==> src/rtl/ring_arb_pkg.sv <==
// Shared types and helpers for the ring token arbiter.
package ring_arb_pkg;

  localparam int STATE_W = 2;
  localparam int OH_MAX  = 16;

  typedef enum logic [STATE_W-1:0] {
    IDLE    = 2'd0,
    GRANT   = 2'd1,
    RELEASE = 2'd2
  } arb_state_e;

  // Binary index of a one-hot vector (up to 16 bits); OR-reduction form so
  // a legal one-hot input never builds a priority chain.
  function automatic logic [3:0] onehot2bin(input logic [OH_MAX-1:0] oh);
    logic [3:0] idx;
    idx = '0;
    for (int i = 0; i < OH_MAX; i++) begin
      if (oh[i]) idx = idx | 4'(i);
    end
    return idx;
  endfunction

endpackage

==> src/rtl/ring_token_rotator.sv <==
// One-hot priority ring register. Resets to bit 0; on strobe it loads the
// base vector rotated left by one place, so the token lands just past the
// client that last owned the resource.
module ring_token_rotator #(
  parameter int N = 4
) (
  input  logic         clk,
  input  logic         clr_n,
  input  logic         i_strobe,
  input  logic [N-1:0] i_base,
  output logic [N-1:0] o_token
);

  logic [N-1:0] r_token;

  // Token register: reset to position 0, rotate-left of the base on strobe.
  always_ff @(posedge clk or negedge clr_n) begin
    if (!clr_n) begin
      r_token <= N'(1);
    end else if (i_strobe) begin
      r_token <= {i_base[N-2:0], i_base[N-1]};
    end
  end

  assign o_token = r_token;

endmodule

==> src/rtl/ring_token_arbiter.sv <==
// Round-robin arbiter with a one-hot ring token marking priority.
// Optional feature: define ARB_TIMEOUT_EN to force release after HOLD_MAX
// grant cycles (Johnson-counter timer, timeout pulse on forced release).
//
// Handshake: req[i] is a level held by client i until it has been served.
// gnt is one-hot and registered; a client owns the resource for every cycle
// its gnt bit is 1. Ownership ends on done=1 or on the owner dropping req;
// gnt falls at the next edge and one dead cycle (RELEASE) follows, so two
// grants never overlap or abut.
module ring_token_arbiter
  import ring_arb_pkg::*;
#(
  parameter int N        = 4,
  parameter int HOLD_MAX = 8,
  localparam int ID_W    = (N > 1) ? $clog2(N) : 1
) (
  input  logic               clk,
  input  logic               clr_n,
  input  logic               en,
  input  logic [N-1:0]       req,
  input  logic               done,
  output logic [N-1:0]       gnt,
  output logic [ID_W-1:0]    owner_id,
  output logic               busy,
  output logic [N-1:0]       token,
  output logic               timeout,
  output logic [STATE_W-1:0] dbg_state
);

  arb_state_e      r_state;
  logic [N-1:0]    r_gnt;
  logic [ID_W-1:0] r_owner;
  logic            r_busy;
  logic            r_timeout;

  logic [N-1:0]    w_token;
  logic [3:0]      w_tok_bin;
  logic            w_found;
  logic [ID_W-1:0] w_sel;
  logic [N-1:0]    w_sel_oh;
  logic            w_owner_req;
  logic            w_to_hit;
  logic            w_release;
  logic            w_forced;

  assign w_tok_bin = onehot2bin(OH_MAX'(w_token));

  // Scan requests upward from the token position (inclusive), wrapping.
  always_comb begin
    w_found = 1'b0;
    w_sel   = '0;
    for (int i = 0; i < N; i++) begin
      if (!w_found && req[(int'(w_tok_bin) + i) % N]) begin
        w_found = 1'b1;
        w_sel   = ID_W'((int'(w_tok_bin) + i) % N);
      end
    end
  end

  assign w_sel_oh    = N'(1) << w_sel;
  assign w_owner_req = req[r_owner];
  assign w_release   = (r_state == GRANT) && (done || !w_owner_req || w_to_hit);
  // A timeout only counts when nothing else would have ended the grant.
  assign w_forced    = w_to_hit && !done && w_owner_req;

`ifdef ARB_TIMEOUT_EN
  localparam int            JW    = HOLD_MAX / 2;
  localparam logic [JW-1:0] JTERM = JW'(1) << (JW - 1);

  logic [JW-1:0] r_john;
  logic [JW-1:0] w_john_nxt;

  // Johnson step: shift left, feeding back the inverted MSB.
  always_comb begin
    w_john_nxt    = '0;
    w_john_nxt[0] = ~r_john[JW-1];
    for (int i = 1; i < JW; i++) begin
      w_john_nxt[i] = r_john[i-1];
    end
  end

  // Timer sits at zero outside GRANT and advances once per GRANT cycle.
  always_ff @(posedge clk or negedge clr_n) begin
    if (!clr_n) begin
      r_john <= '0;
    end else if (r_state != GRANT) begin
      r_john <= '0;
    end else begin
      r_john <= w_john_nxt;
    end
  end

  // Terminal pattern 10..0 is reached on the HOLD_MAX-th GRANT cycle.
  assign w_to_hit = (r_state == GRANT) && (r_john == JTERM);
`else
  assign w_to_hit = 1'b0;
`endif

  // Arbitration FSM with registered grant, owner, busy and timeout.
  always_ff @(posedge clk or negedge clr_n) begin
    if (!clr_n) begin
      r_state   <= IDLE;
      r_gnt     <= '0;
      r_owner   <= '0;
      r_busy    <= 1'b0;
      r_timeout <= 1'b0;
    end else begin
      r_timeout <= 1'b0;
      case (r_state)
        IDLE: begin
          if (en && w_found) begin
            r_gnt   <= w_sel_oh;
            r_owner <= w_sel;
            r_busy  <= 1'b1;
            r_state <= GRANT;
          end
        end
        GRANT: begin
          if (w_release) begin
            r_gnt     <= '0;
            r_busy    <= 1'b0;
            r_timeout <= w_forced;
            r_state   <= RELEASE;
          end
        end
        RELEASE: r_state <= IDLE;
        default: r_state <= IDLE;
      endcase
    end
  end

  ring_token_rotator #(.N(N)) u_rotator (
    .clk      (clk),
    .clr_n    (clr_n),
    .i_strobe (w_release),
    .i_base   (r_gnt),
    .o_token  (w_token)
  );

  assign gnt       = r_gnt;
  assign owner_id  = r_owner;
  assign busy      = r_busy;
  assign token     = w_token;
  assign timeout   = r_timeout;
  assign dbg_state = r_state;

endmodule

==> config.mk <==
export PLATFORM = sky130hd
export DESIGN_NAME = ring_token_arbiter
export DESIGN_NICKNAME = d
export VERILOG_FILES = /design/src/rtl/ring_arb_pkg.sv /design/src/rtl/ring_token_rotator.sv /design/src/rtl/ring_token_arbiter.sv
export SDC_FILE = /design/constraint.sdc
export NUM_CORES = 1
export LEC_CHECK = 0
export CAP_MARGIN = 20
export CORE_MARGIN = 5
export CORE_UTILIZATION = 36
export CTS_CLUSTER_DIAMETER = 40
export DETAILED_ROUTE_END_ITERATION = 7
export PLACE_DENSITY = 0.66
export SLEW_MARGIN = 40
export SYNTH_ARGS = -nofsm -noshare
export SYNTH_HDL_FRONTEND = slang
export SYNTH_SLANG_ARGS = --single-unit
==> constraint.sdc <==
create_clock -name clk -period 1.7 [get_ports clk]
set_input_delay 0.255 -clock clk [delete_from_list [all_inputs] [get_ports clk]]
set_output_delay 0.255 -clock clk [all_outputs]
set_load 0.05 [all_outputs]
Word level (Yosys, flattened, before mapping)
Index checks and enable logic that the tools add are counted. W data, S select, Z words.

Bits in registers: 13. Logic and storage cells: 71.

Muxes and demuxes: 33. Reduce and logical (&&, ||, !) cells: 18. Add/subtract/negate cells: 3. Shift operators: 1. $lt $le $gt $ge: 5. Eq/ne operators: 3. Bitwise logic cells: 3.

Operator list (count): $mux W2 (8); $mux W1 (15); $lt A3 B4 Y1 const B (3); $bmux W1 S2 (5); $mux W4 (2); $pmux W4 S2 (1); $lt A2 B3 Y1 const B (2); $reduce_or A2 Y1 (3); $logic_and A1 B1 Y1 (5); $add A2 B2 Y2 const B (2); $logic_not A1 Y1 (4); $pmux W2 S2 (1); $reduce_and A2 Y1 (2); $shl A1 B2 Y4 const A (1); $and A1 B1 Y1 const A (3); $reduce_and A3 Y1 (1); $add A2 B1 Y2 const B (1); $eq A2 B1 Y1 const B (1); $logic_not A2 Y1 (1); $ne A2 B1 Y1 const B (1); $ne A2 B2 Y1 const B (1); $pmux W1 S2 (1); $reduce_bool A2 Y1 (1); $logic_or A1 B1 Y1 (1).

Logic depth before layout (Yosys ltp)
Gate-level depths: netlist of run 1.

Depth in word-level cells: 20. Depth in mapped cells: 6. Depth with buffers taken out: 5.

Modules after synthesis
A second synthesis of run 1 with hierarchy kept.

Cells, all modules: 92. Area, all modules: 882.1 um2.

By module, submodules not included: ring_token_arbiter (sequential area each 225.2 um2, area an instance 735.7 um2, cells an instance 84, instances 1); ring_token_rotator (sequential area each 101.3 um2, area an instance 146.4 um2, cells an instance 8, instances 1).

Worst setup path after synthesis of run 1
No wires, ideal clock.

Path kind: register to register. Start: reg u_rotator.r_token[3] (netlist: u_rotator.o_token[3]). End: reg r_gnt[1] (netlist: gnt[1]). Data arrival time: 1.908 ns. Cell stages (with the launch flop): 7. Clock period less this slack: 2.003 ns. Setup slack: -0.303 ns. Path buffers: 1. Library setup time: 0.096 ns. Required time: 1.604 ns. Path through: dfrtp_1 -> buf_6 -> inv_4 -> or4b_1 -> a31o_1 -> and3_4 -> o31ai_1.

Cells in the longest elaborated chain, start to end: 16. Elaborated cells on any way between the ends: 35.

RTL lines: start, declared (RTL line ring_token_rotator.sv:14) `logic [N-1:0] r_token;`; start signal, assigned (RTL line ring_token_rotator.sv:21) `r_token <= {i_base[N-2:0], i_base[N-1]};`; $mux W2 * (RTL line ring_arb_pkg.sv:19) `if (oh[i]) idx = idx | 4'(i);`; $add A2 B1 Y2 / $bmux W1 S2 (equally long branches) (RTL line ring_token_arbiter.sv:53, ring_token_arbiter.sv:55); $bmux W1 S2 / $mux W1 (equally long branches) (RTL line ring_token_arbiter.sv:53) `if (!w_found && req[(int'(w_tok_bin) + i) % N]) begin`; $mux W1 (implied by the code) (RTL line ring_token_arbiter.sv:53); $mux W1 (implied by the code) / $logic_not A1 Y1 (equally long branches) (RTL line ring_token_arbiter.sv:53); $logic_and A1 B1 Y1 (RTL line ring_token_arbiter.sv:53); $mux W1 (RTL line ring_token_arbiter.sv:53); $logic_not A1 Y1 (RTL line ring_token_arbiter.sv:53); $logic_and A1 B1 Y1 (RTL line ring_token_arbiter.sv:53); $mux W1 (RTL line ring_token_arbiter.sv:53); $logic_not A1 Y1 (RTL line ring_token_arbiter.sv:53); $logic_and A1 B1 Y1 (RTL line ring_token_arbiter.sv:53); $mux W2 / $mux W1 (equally long branches) (RTL line ring_token_arbiter.sv:53); $shl A1 B2 Y4 / $logic_and A1 B1 Y1 (equally long branches) (RTL line ring_token_arbiter.sv:60, ring_token_arbiter.sv:111); $mux W4 / $ne A2 B2 Y1 (equally long branches); $pmux W4 S2 / $reduce_and A3 Y1 (equally long branches); end signal, assigned (RTL line ring_token_arbiter.sv:112) `r_gnt <= w_sel_oh;`; end, declared (RTL line ring_token_arbiter.sv:31) `logic [N-1:0] r_gnt;`.

Mark *: on every way between the ends. The rest lies on a longest branch, timed or not. The select of a mux whose other input is x is not followed. A chain may end at the register's enable or synchronous reset.

Final worst setup path of run 1
Start: reg r_owner[0] (netlist: owner_id[0]). End: reg r_gnt[3] (netlist: gnt[3]).

Cells in the longest elaborated chain, start to end: 7.

RTL lines: start, declared (RTL line ring_token_arbiter.sv:32) `logic [ID_W-1:0] r_owner;`; start signal, assigned (RTL line ring_token_arbiter.sv:113) `r_owner <= w_sel;`; $bmux W1 S2 (RTL line ring_token_arbiter.sv:61) `assign w_owner_req = req[r_owner];`; $mux W1 (implied by the code) (RTL line ring_token_arbiter.sv:61); $logic_not A1 Y1 (RTL line ring_token_arbiter.sv:62) `assign w_release = (r_state == GRANT) && (done || !w_owner_req || w_to_hit);`; $logic_or A1 B1 Y1 (RTL line ring_token_arbiter.sv:62); $logic_and A1 B1 Y1 (RTL line ring_token_arbiter.sv:62); $ne A2 B1 Y1 (no line); $reduce_and A3 Y1 (no line).

No other way between the ends. The select of a mux whose other input is x is not followed.

==> impl_results.md, run 1 <==
- Power density over cell area: roughly 1700 nW/µm²
- Chip Height: between 50 and 60 µm
- Mapped Area: ~840 µm²
- Syn Inst Count: 88
- Crit path capture type: register
- Core area: 2210 µm²
- Fmax: approximately 0.56 GHz
- WP data required: between 1500 and 2000 ps
- Final WL: 2.54 mm
- Final Cycle Share: 105%
- Share of cells above drive strength 1: 46.6%
- # port buffers: 20
- Leakage: between 0.5 and 0.6 nW
- Vias per Instance: 5.60
- Sw Ratio: 49.0%
- Max Slew Vio Count: 0
- Final Hold Fails: 0
- Top cells by area, synth: dfrtp_1 (36%), o21ai_0 (4.2%), nor3b_1 (3.6%), dfstp_2 (3.1%), a32oi_1 (3.1%)
- #FFs+latches synth: 13
- Die width: around 58 µm
- Final #Nets: 140
- Status: finished with violations
- GRT Residual Overflow: 0
- Slew HR: approximately three fifths
- VDD IR-drop max: ~0.9 mV
- Post-synth EDFFs: 0
- Final Util: between 50 and 60%
- Max Cap Viol: 0
- Iteration count of the initial detailed-routing pass: 4
- ANT nets after route: 0
- Synth top cells by count: dfrtp_1 (12), o21ai_0 (7), nand2_1 (6)
- Via Count: 891
- Worst Path Arrival: roughly 1900 ps
- Crit Path Class: register to register
- Placer Congestion: roughly 0.85
- Total die area: roughly 3400 µm²
- P&R area growth vs syn: 55.7%
- Largest net degree at the start of global routing: 14
- Ys flop type: dfrtp_1
- Yosys synthesis warning count: 0
- Pwr Total: about 2.3 mW
- Sequential Power Share: around a quarter
- Rows: 17
- Fill cells: between 200 and 250
- Hold Path Class: input port to async pin
- Sw Pwr: about 1.1 mW
- Top-count cell post-synth: dfrtp_1
- Logic pwr share: between 60% and 70%
- Vias in the first global route: 806
- Failing checks: negative setup slack
- Initial antenna violation count: 0
- HPWL Detailed: between 1.5 and 2 mm
- Mean Syn Cell Area: about 9.5 µm²
- Min cycle time layout: approximately 1800 ps
- CTS tree: built
- Synth top area share: a little over a third
- # setup viols final: 2
- Post-synth cell types: 43
- CP max FO: 7
- Clk_skew: around 1.3 ps
- H-tree Lvls: 1
- Initial Util: between 30% and 40%
- Net count after synthesis: 96
- CTS sink cnt: 13
- Global-route wire length before repair: roughly 3.7 mm
- CP Launch Type: register
- Clk root buf: clkbuf_4
- Register area share after synthesis: between 30% and 40%
- P_int: between 1 and 1.5 mW
- RSZ-0062 raised after global routing: yes
- Clk network pwr share: 8.4%
- Worst setup margin: -81.0 ps
- Clk_lat worst skew: 280 ps
- WL per Instance: 15.9 µm
- N_diodes: 0
- Top Ports: 22
- Yosys top cell by area: dfrtp_1
- DRC violations left: 0
- Clock Path Buffers: 2
- CTS clk-pin slew, worst paths: around 80 ps
- Total GRT Usage: around 14%
- Drt first-iter violations: 36
- Post-synth ARST share: 100%
- TritonCTS Buffers: 3
- Least-Margin Pin Slew: between 600 and 700 ps
==> cell type report <==
class                           count  area, µm²  share of cell area (%)
Timing Repair Buffer               46        370                    28.5
Clock buffer                        4       26.3                    2.02
Tap cell                           28       35.0                    2.69
Inverter                            3       13.8                    1.06
Sequential cell                    13        332                    25.5
Multi-Input combinational cell     65        524                    40.3
==> routing by layer <==
metal,vias to the layer above,part of all wire (%),global-route usage [%]
met5,-,0,0
met4,0,1.3,1.99
met3,5,5.1,4.68
li1,419,-,-
met2,33,50,22.7
met1,434,44,19.1
==> worst max-delay path, cell delays in order (launching register included) <==
cell and delay [ps]:
dfrtp_2 380, mux4_2 550, a21oi_4 170, buf_12 140, a21oi_4 50, a32oi_2 260, o31ai_4 110
==> sequential cells by signal (all words and copies together) (netlist names) <==
| register | count |
|---|---|
| owner_id | 2 |
| gnt | 4 |
| busy | 1 |
| u_rotator.o_token | 4 |
| dbg_state | 2 |
==> final timing paths <==
path	depth (start not counted)	startpoint	slack, ps	endpoint
min in group clk	2	gnt[0]$_DFFE_PN0P_	540	gnt[0]$_DFFE_PN0P_
worst max register to register	6	owner_id[0]$_DFFE_PN0P_	-80	gnt[3]$_DFFE_PN0P_
worst min register to register	2	gnt[0]$_DFFE_PN0P_	540	gnt[0]$_DFFE_PN0P_
max in group asynchronous	1	clr_n	920	u_rotator.o_token[1]$_DFFE_PN0P_
worst max-delay path	6	owner_id[0]$_DFFE_PN0P_	-80	gnt[3]$_DFFE_PN0P_
worst min-delay path	1	clr_n	350	dbg_state[0]$_DFFE_PN0P_
==> stage by stage <==
step	cells	setup WS, ps	hold WS, ps	area [µm²]	setup TNS (ps)
6_report	159	-81.0	352	1300	-124
5_1_grt	159	-125	376	1300	-270
4_1_cts	156	-16.6	362	1230	-33.0
3_5_place_dp	150	-427	519	1170	-4040
3_3_place_gp	150	-415	503	1170	-3830
2_1_floorplan	88	-114	-40.6	848	-424
==> cell families after synthesis <==
logic type	share of synthesized area, %
and+or+nand+nor	25.4
AOI/OAI and AO/OA	22.0
DFF	39.1
buffers and inverters	6.29
muxes	6.74
other	0.449
==> cell usage in the layout (no fill, tap or decap), drive strengths merged, types with 2 or more instances in the layout <==
cell,count
a32oi,3
dlygate4sd2,4
a21oi,3
buf,39
mux2,3
inv,3
clkdlybuf4s50,3
nor2b,4
o21ai,8
nand3,3
nor3b,4
o211ai,3
nand2,6
nand4,2
o31ai,2
nand4b,2
nor2,5
clkbuf,4
dfrtp,12
==> repair_timing <==
action                     in CTS  in global routing
setup endpoints to repair       8                  5
cloned                          0                  0
setup buffers                   2                  3
pin swaps                       1                  4
hold buffers                    0                  0
gates resized for setup         5                 10
==> power by group through the flow <==
stage                     clock (mW)  sequential [mW]  combinational [mW]
after CTS                      0.196            0.543                1.39
after detailed placement           0            0.550                1.30
after global routing           0.222            0.566                1.60
after global placement             0            0.546                1.29
final                          0.191            0.547                1.52
after floorplan                    0            0.900               0.498
(Power assumes the default switching activity.)
==> run 2, diff against run 1 <==
CORE_MARGIN = 3   (was 5)
==> run 2 against run 1 <==
The flow still finishes with violations (negative setup slack). Sequential cell count stayed put. Total power is 0.35% lower. First-iteration DRC count is 67% lower. Combinational power hardly changed. Count of clock-buffer cells in the layout is 1 lower. Via count is 2.8% lower. Sequential share of layout area is 0.50 points higher. Critical endpoint is now u_rotator.o_token[2]$_DFFE_PN0P_. Highest routed layer is now met3.
==> impl_results.md, run 2 (synthesized netlist as in run 1, its figures left out) <==
- Commonest non-fill, non-tap cell in the layout: buf_4 (unchanged)
- Fmax: 0.580 GHz (was 0.561 GHz)
- Final #Nets: 142 (was 140)
- CP max FO: 5 (was 7)
- WP data required: 1860 ps (was 1850 ps)
- Power density over cell area: 1760 nW/µm² (was 1730 nW/µm²)
- Drt first-iter violations: 12 (was 36)
- TritonCTS Buffers: 3 (unchanged)
- VDD IR-drop max: 1.36 mV (was 0.900 mV)
- Die width: 54.2 µm (was 58.2 µm)
- Crit path cell chain: mux4_2, a21oi_4, buf_6, mux2_4 (was mux4_2, a21oi_4, buf_12, a21oi_4, a32oi_2, o31ai_4)
- Rows: 16 (was 17)
- Vias per Instance: 5.41 (was 5.60)
- Most frequent cells in the layout: buf_4 (39), dfrtp_1 (8), nand2_1 (6), o21ai_0 (6), nor2_1 (5) (was buf_4 (38), dfrtp_1 (8), nand2_1 (6), o21ai_0 (6), nor2_1 (5))
- Clk_lat worst skew: 280 ps (about the same)
- Fill cells: 189 (was 205)
- Status: finished with violations (unchanged)
- ANT nets after route: 0 (unchanged)
- Leakage: 0.583 nW (was 0.580 nW)
- Hold slack: 335 ps (was 352 ps)
- DRC violations left: 0 (unchanged)
- Max Cap Viol: 0 (unchanged)
- Total die area: 2940 µm² (was 3390 µm²)
- RSZ-0062 raised after global routing: yes (unchanged)
- Largest net degree at the start of global routing: 14 (unchanged)
- Area of the multi-input gates: 489 µm² (was 524 µm²)
- Least-Margin Pin Slew: 571 ps (was 602 ps)
- Initial antenna violation count: 0 (unchanged)
- WL per Instance: 15.4 µm (was 15.9 µm)
- HPWL Detailed: 1.81 mm (was 1.83 mm)
- Crit Path Class: register to register (unchanged)
- Reg area: 332 µm² (unchanged)
- Worst setup margin: -22.7 ps (was -81.0 ps)
- Clk root buf: clkbuf_4 (unchanged)
- CP max stage delay: 550 ps (about the same)
- Vias in the first global route: 815 (was 806)
- Worst Path Arrival: 1880 ps (was 1930 ps)
- # port buffers: 20 (unchanged)
- Initial Util: 40.1% (was 37.8%)
- Clk_skew: 5.67 ps (was 1.30 ps)
- Share of cells above drive strength 1: 47.4% (was 46.6%)
- Slew HR: 61.8% (was 59.7%)
- Iteration count of the initial detailed-routing pass: 4 (unchanged)
- Hold Path Class: input port to async pin (unchanged)
- P&R area growth vs syn: 52.7% (was 55.7%)
- CTS sink cnt: 13 (unchanged)
- Chip Height: 54.2 µm (was 58.2 µm)
- CP Launch Type: register (unchanged)
- Via Count: 866 (was 891)
- Min cycle time layout: 1720 ps (was 1780 ps)
- # setup viols final: 1 (was 2)
- Slowest-stage cell, CP: mux4_2 (unchanged)
- Core area: 2080 µm² (was 2210 µm²)
- Final Hold Fails: 0 (unchanged)
- Pwr Total: 2.25 mW (was 2.26 mW)
- Crit path capture type: register (unchanged)
- CTS clk-pin slew, worst paths: 80 ps (about the same)
- Final Cycle Share: 101% (was 105%)
- Failing checks: negative setup slack (unchanged)
- CTS tree: built (unchanged)
- Max Slew Vio Count: 0 (unchanged)
- Final WL: 2.46 mm (was 2.54 mm)
- Total GRT Usage: 18.0% (was 14.2%)
- Global-route wire length before repair: 3.77 mm (was 3.70 mm)
- Clock Path Buffers: 2 (unchanged)
- GRT Residual Overflow: 0 (unchanged)
- Top Ports: 22 (unchanged)
- Placer Congestion: 0.813 (was 0.851)
- H-tree Lvls: 1 (unchanged)
- N_diodes: 0 (unchanged)
==> run 2: worst max-delay path: cells and delay by family (launching register included) <==
family,cells,cell delay [ps]
AOI/OAI and AO/OA,1,230
DFF,1,390
muxes,2,840
buffers and inverters,1,140
==> run 2: path summary, 6_finish.rpt <==
path | startpoint | endpoint | slack (ps) | depth (start not counted)
hold reg to reg | owner_id[1]$_DFFE_PN0P_ | owner_id[1]$_DFFE_PN0P_ | 530 | 2
setup / recovery | owner_id[0]$_DFFE_PN0P_ | u_rotator.o_token[2]$_DFFE_PN0P_ | -20 | 4
max in group asynchronous | clr_n | u_rotator.o_token[2]$_DFFE_PN0P_ | 950 | 1
min in group clk | owner_id[1]$_DFFE_PN0P_ | owner_id[1]$_DFFE_PN0P_ | 530 | 2
hold / removal | clr_n | gnt[3]$_DFFE_PN0P_ | 340 | 1
setup reg to reg | owner_id[0]$_DFFE_PN0P_ | u_rotator.o_token[2]$_DFFE_PN0P_ | -20 | 4
==> run 2: through the flow <==
| stage | TNS (ps) | setup WS (ps) | std cells | util [%] | area [µm²] |
|---|---|---|---|---|---|
| 6_report | -22.7 | -22.7 | 160 | 61.3 | 1280 |
| 5_1_grt | -211 | -49.2 | 160 | 61.3 | 1280 |
| 4_1_cts | -9.46 | -8.38 | 154 | 57.6 | 1200 |
| 3_5_place_dp | -4160 | -445 | 146 | 55.0 | 1150 |
| 3_3_place_gp | -3740 | -386 | 146 | 55.0 | 1150 |
| 2_1_floorplan | -424 | -114 | 88 | - | 848 |
==> run 2: per-layer routing <==
layer | vias up | track usage [%] | share of wire, %
li1 | 421 | - | -
met1 | 426 | 25.2 | 47
met2 | 19 | 27.1 | 49
met3 | 0 | 6.09 | 4.3
met4 | 0 | 2.90 | 0
met5 | - | 0 | 0
==> run 2: report_power, final <==
group	switching [mW]	internal, mW	total, mW
clock	0.104	0.0873	0.191
sequential	0.110	0.436	0.546
combinational	0.871	0.640	1.51
total	1.09	1.16	2.25
==> run 2: final cells by class <==
class | instances | share of cell area [%]
multi-input combinational | 65 | 38.3
timing repair buffer | 48 | 29.8
sequential | 13 | 26.0
tap | 27 | 2.65
clock buffer | 3 | 1.76
inverter | 3 | 1.08
clock inverter | 1 | 0.392
==> run 2: repair_timing <==
action / 4_1_cts / 5_1_grt
hold buffers: 0 / 0
pin swaps: 2 / 5
setup buffers: 4 / 6
setup endpoints to repair: 9 / 8
resized for setup: 5 / 8
==> RTL change: new RTL, settings of run 1 <==
`N` is set to 4 in 2 places; all go to 8.
--- a/src/rtl/ring_token_rotator.sv
+++ b/src/rtl/ring_token_rotator.sv
@@ -2,7 +2,7 @@
 // base vector rotated left by one place, so the token lands just past the
 // client that last owned the resource.
 module ring_token_rotator #(
-  parameter int N = 4
+  parameter int N = 8
 ) (
   input  logic         clk,
   input  logic         clr_n,
--- a/src/rtl/ring_token_arbiter.sv
+++ b/src/rtl/ring_token_arbiter.sv
@@ -10,7 +10,7 @@
 module ring_token_arbiter
   import ring_arb_pkg::*;
 #(
-  parameter int N        = 4,
+  parameter int N        = 8,
   parameter int HOLD_MAX = 8,
   localparam int ID_W    = (N > 1) ? $clog2(N) : 1
 ) (
Interface: changed (resized gnt, owner_id, req and token); port bits go from 22 to 35. The function was not compared with the original's and may differ.
==> RTL change against run 1 <==
The flow still finishes with violations (setup timing). Area after synthesis rose by 130%. Largest cell class unchanged. Fmax fell by 48%. Worst setup slack got worse by 1700 ps. Clock skew rose by 1.6 ps. Worst hold slack got worse by 29 ps. Routed wire length rose to 2.8 times the old value. Highest routed layer unchanged. Cell area rose to 2.5 times the old value. Sequential cell count rose by 9.
Power is left out: the tool's default activity adds up to more than one toggle a clock period on the data nets, which glitch-free logic cannot reach.
==> RTL change: results (changes against run 1) <==
- Run status: finished, violations left
- Failing checks: setup timing
- Clk_skew: 2.874 ps (+1.574 ps)
- Synth cell types: 59 (+37%)
- DP HPWL: 5147 um (+180%)
- Nets@finish: 364 (+160%)
- R2R cell count: 12 (+6)
- CP arrival: 3640 ps (+1710 ps)
- Sequential fraction of the synthesis area: 28.58% (-10 points)
- First-pass GRT wire length: 11740 um (+220%)
- Fraction of area in multi-input gates: 45.42% (+5.1 points)
- Main synth FF type: dfrtp_1
- Slowest CP cell: or4_4
- Vias in the first global route: 2289 (+180%)
- First-pass DRT Iterations: 4 (unchanged)
- Pin count of the biggest net entering global routing: 23 (+9)
- Net Count, Synth: 245 (+160%)
- Longest Clk Path Bufs: 2 (unchanged)
- IO buf count: 33 (+65%)
- Final Setup Violations: 22 (+20)
- Initial antenna violation count: 0 (unchanged)
- Delay-heaviest family, CP: simple AND/OR/NAND/NOR gates
- Antenna fix cells: 0 (unchanged)
- Reg-to-reg critical path endpoint: gnt[0]$_DFFE_PN0P_
- Synthesis warning total: 0 (unchanged)
- H-Tree Depth: 1 (unchanged)
- Post-Route WL: 7192 um (+180%)
- Clk slew on worst S/H paths: 90 ps
- Routability Congestion: 0.9155 (+7.5%)
- Share of layout cells above drive strength 1: 53.58% (+7.0 points)
- Worst Hold Class: input port to asynchronous set/reset pin
- DP Area: 2872 um^2 (+150%)
- #MultiIn Comb: 189 (+190%)
- Inverters: 8 (+5)
- Capture point of the worst path: gnt[0]$_DFFE_PN0P_
- Sequential share of cell area: 16.88% (-8.6 points)
- CTS Buf Count: 3 (unchanged)
- Via density: 5.413 (-3.4%)
- Clk_lat worst skew: between 200 and 300 ps
- Cell area after synthesis: 1931 um^2 (+130%)
- Top cells by count, synth: nand2_1 (53), dfrtp_1 (21), nor2_1 (13), a21oi_1 (11)
- Max Slew Vio Count: 0 (unchanged)
- Non-clk bufs: 126 (+170%)
- CP Max Fanout: 4 (-3)
- Flops & latches, synth: 22 (+9)
- Filler cells: 410 (+100%)
- Setup ws final: -1747 ps (-1666 ps)
- CP peak stage delay: 560 ps
- FFs w/ async S/R, synth: 100.0% (unchanged)
- GRT Total Usage: 20.49% (+6.3 points)
- Launch point of the worst path: u_rotator.o_token[5]$_DFFE_PN0P_
- Root Buffer: clkbuf_8
- Non-clk buf share: 31.08% (+2.6 points)
- Clock-cell share of area: 2.157% (+0.14 points)
- Max-slew headroom: 43.97% (-16 points)
- Drt first-iter violations: 173 (+380%)
- Top cells by area, synth: dfrtp_1 (27%), nand2_1 (10%), mux2i_1 (4.7%), mux4_2 (3.5%), a21oi_1 (2.9%)
RTL change: kinds of logic after synthesis:
kind of cell	synth area share (%)
buffers and inverters	5.897
AOI/OAI and AO/OA	25.60
muxes	10.69
DFF	28.58
and+or+nand+nor	25.92
other	0.1942
adders and majority gates	1.296
xor gates and xnor gates	1.814
RTL change: metrics by stage:
| step | instances | utilization (%) | setup WS [ps] | TNS, ps |
|---|---|---|---|---|
| 6_report | 419 | 63.91 | -1747 | -23750 |
| 3_5_place_dp | 400 | 55.52 | -1825 | -29450 |
| 3_3_place_gp | 400 | 55.52 | -1768 | -28480 |
| 2_1_floorplan | 231 | - | -2164 | -29410 |
| 5_1_grt | 419 | 63.91 | -1858 | -26050 |
| 4_1_cts | 420 | 63.21 | -1750 | -23820 |
RTL change: layer usage:
layer / vias up / wire (um) / global-route usage [%]
li1: 1093 / - / -
met1: 1086 / 3118 / 26.75
met2: 78 / 3565 / 35.42
met3: 11 / 438 / 4.158
met4: 0 / 70 / 3.120
met5: - / 0 / 0
RTL change: worst min path at each step:
stage,startpoint,end,slack [ps],depth (start not counted)
2_1_floorplan,clr_n,busy$_DFFE_PN0P_,-40,0
3_5_place_dp,u_rotator.o_token[0]$_DFFE_PN1P_,u_rotator.o_token[0]$_DFFE_PN1P_,450,2
6_report,clr_n,owner_id[2]$_DFFE_PN0P_,320,2
4_1_cts,clr_n,owner_id[2]$_DFFE_PN0P_,330,2
5_1_grt,clr_n,owner_id[2]$_DFFE_PN0P_,330,2
3_3_place_gp,u_rotator.o_token[0]$_DFFE_PN1P_,u_rotator.o_token[0]$_DFFE_PN1P_,450,2
RTL change: repair_timing:
action / 4_1_cts / 5_1_grt
endpoints found under the setup margin: 22 / 22
gates resized for setup: 65 / 19
setup buffers: 14 / 1
pin swaps: 26 / 19
cloned: 2 / 0
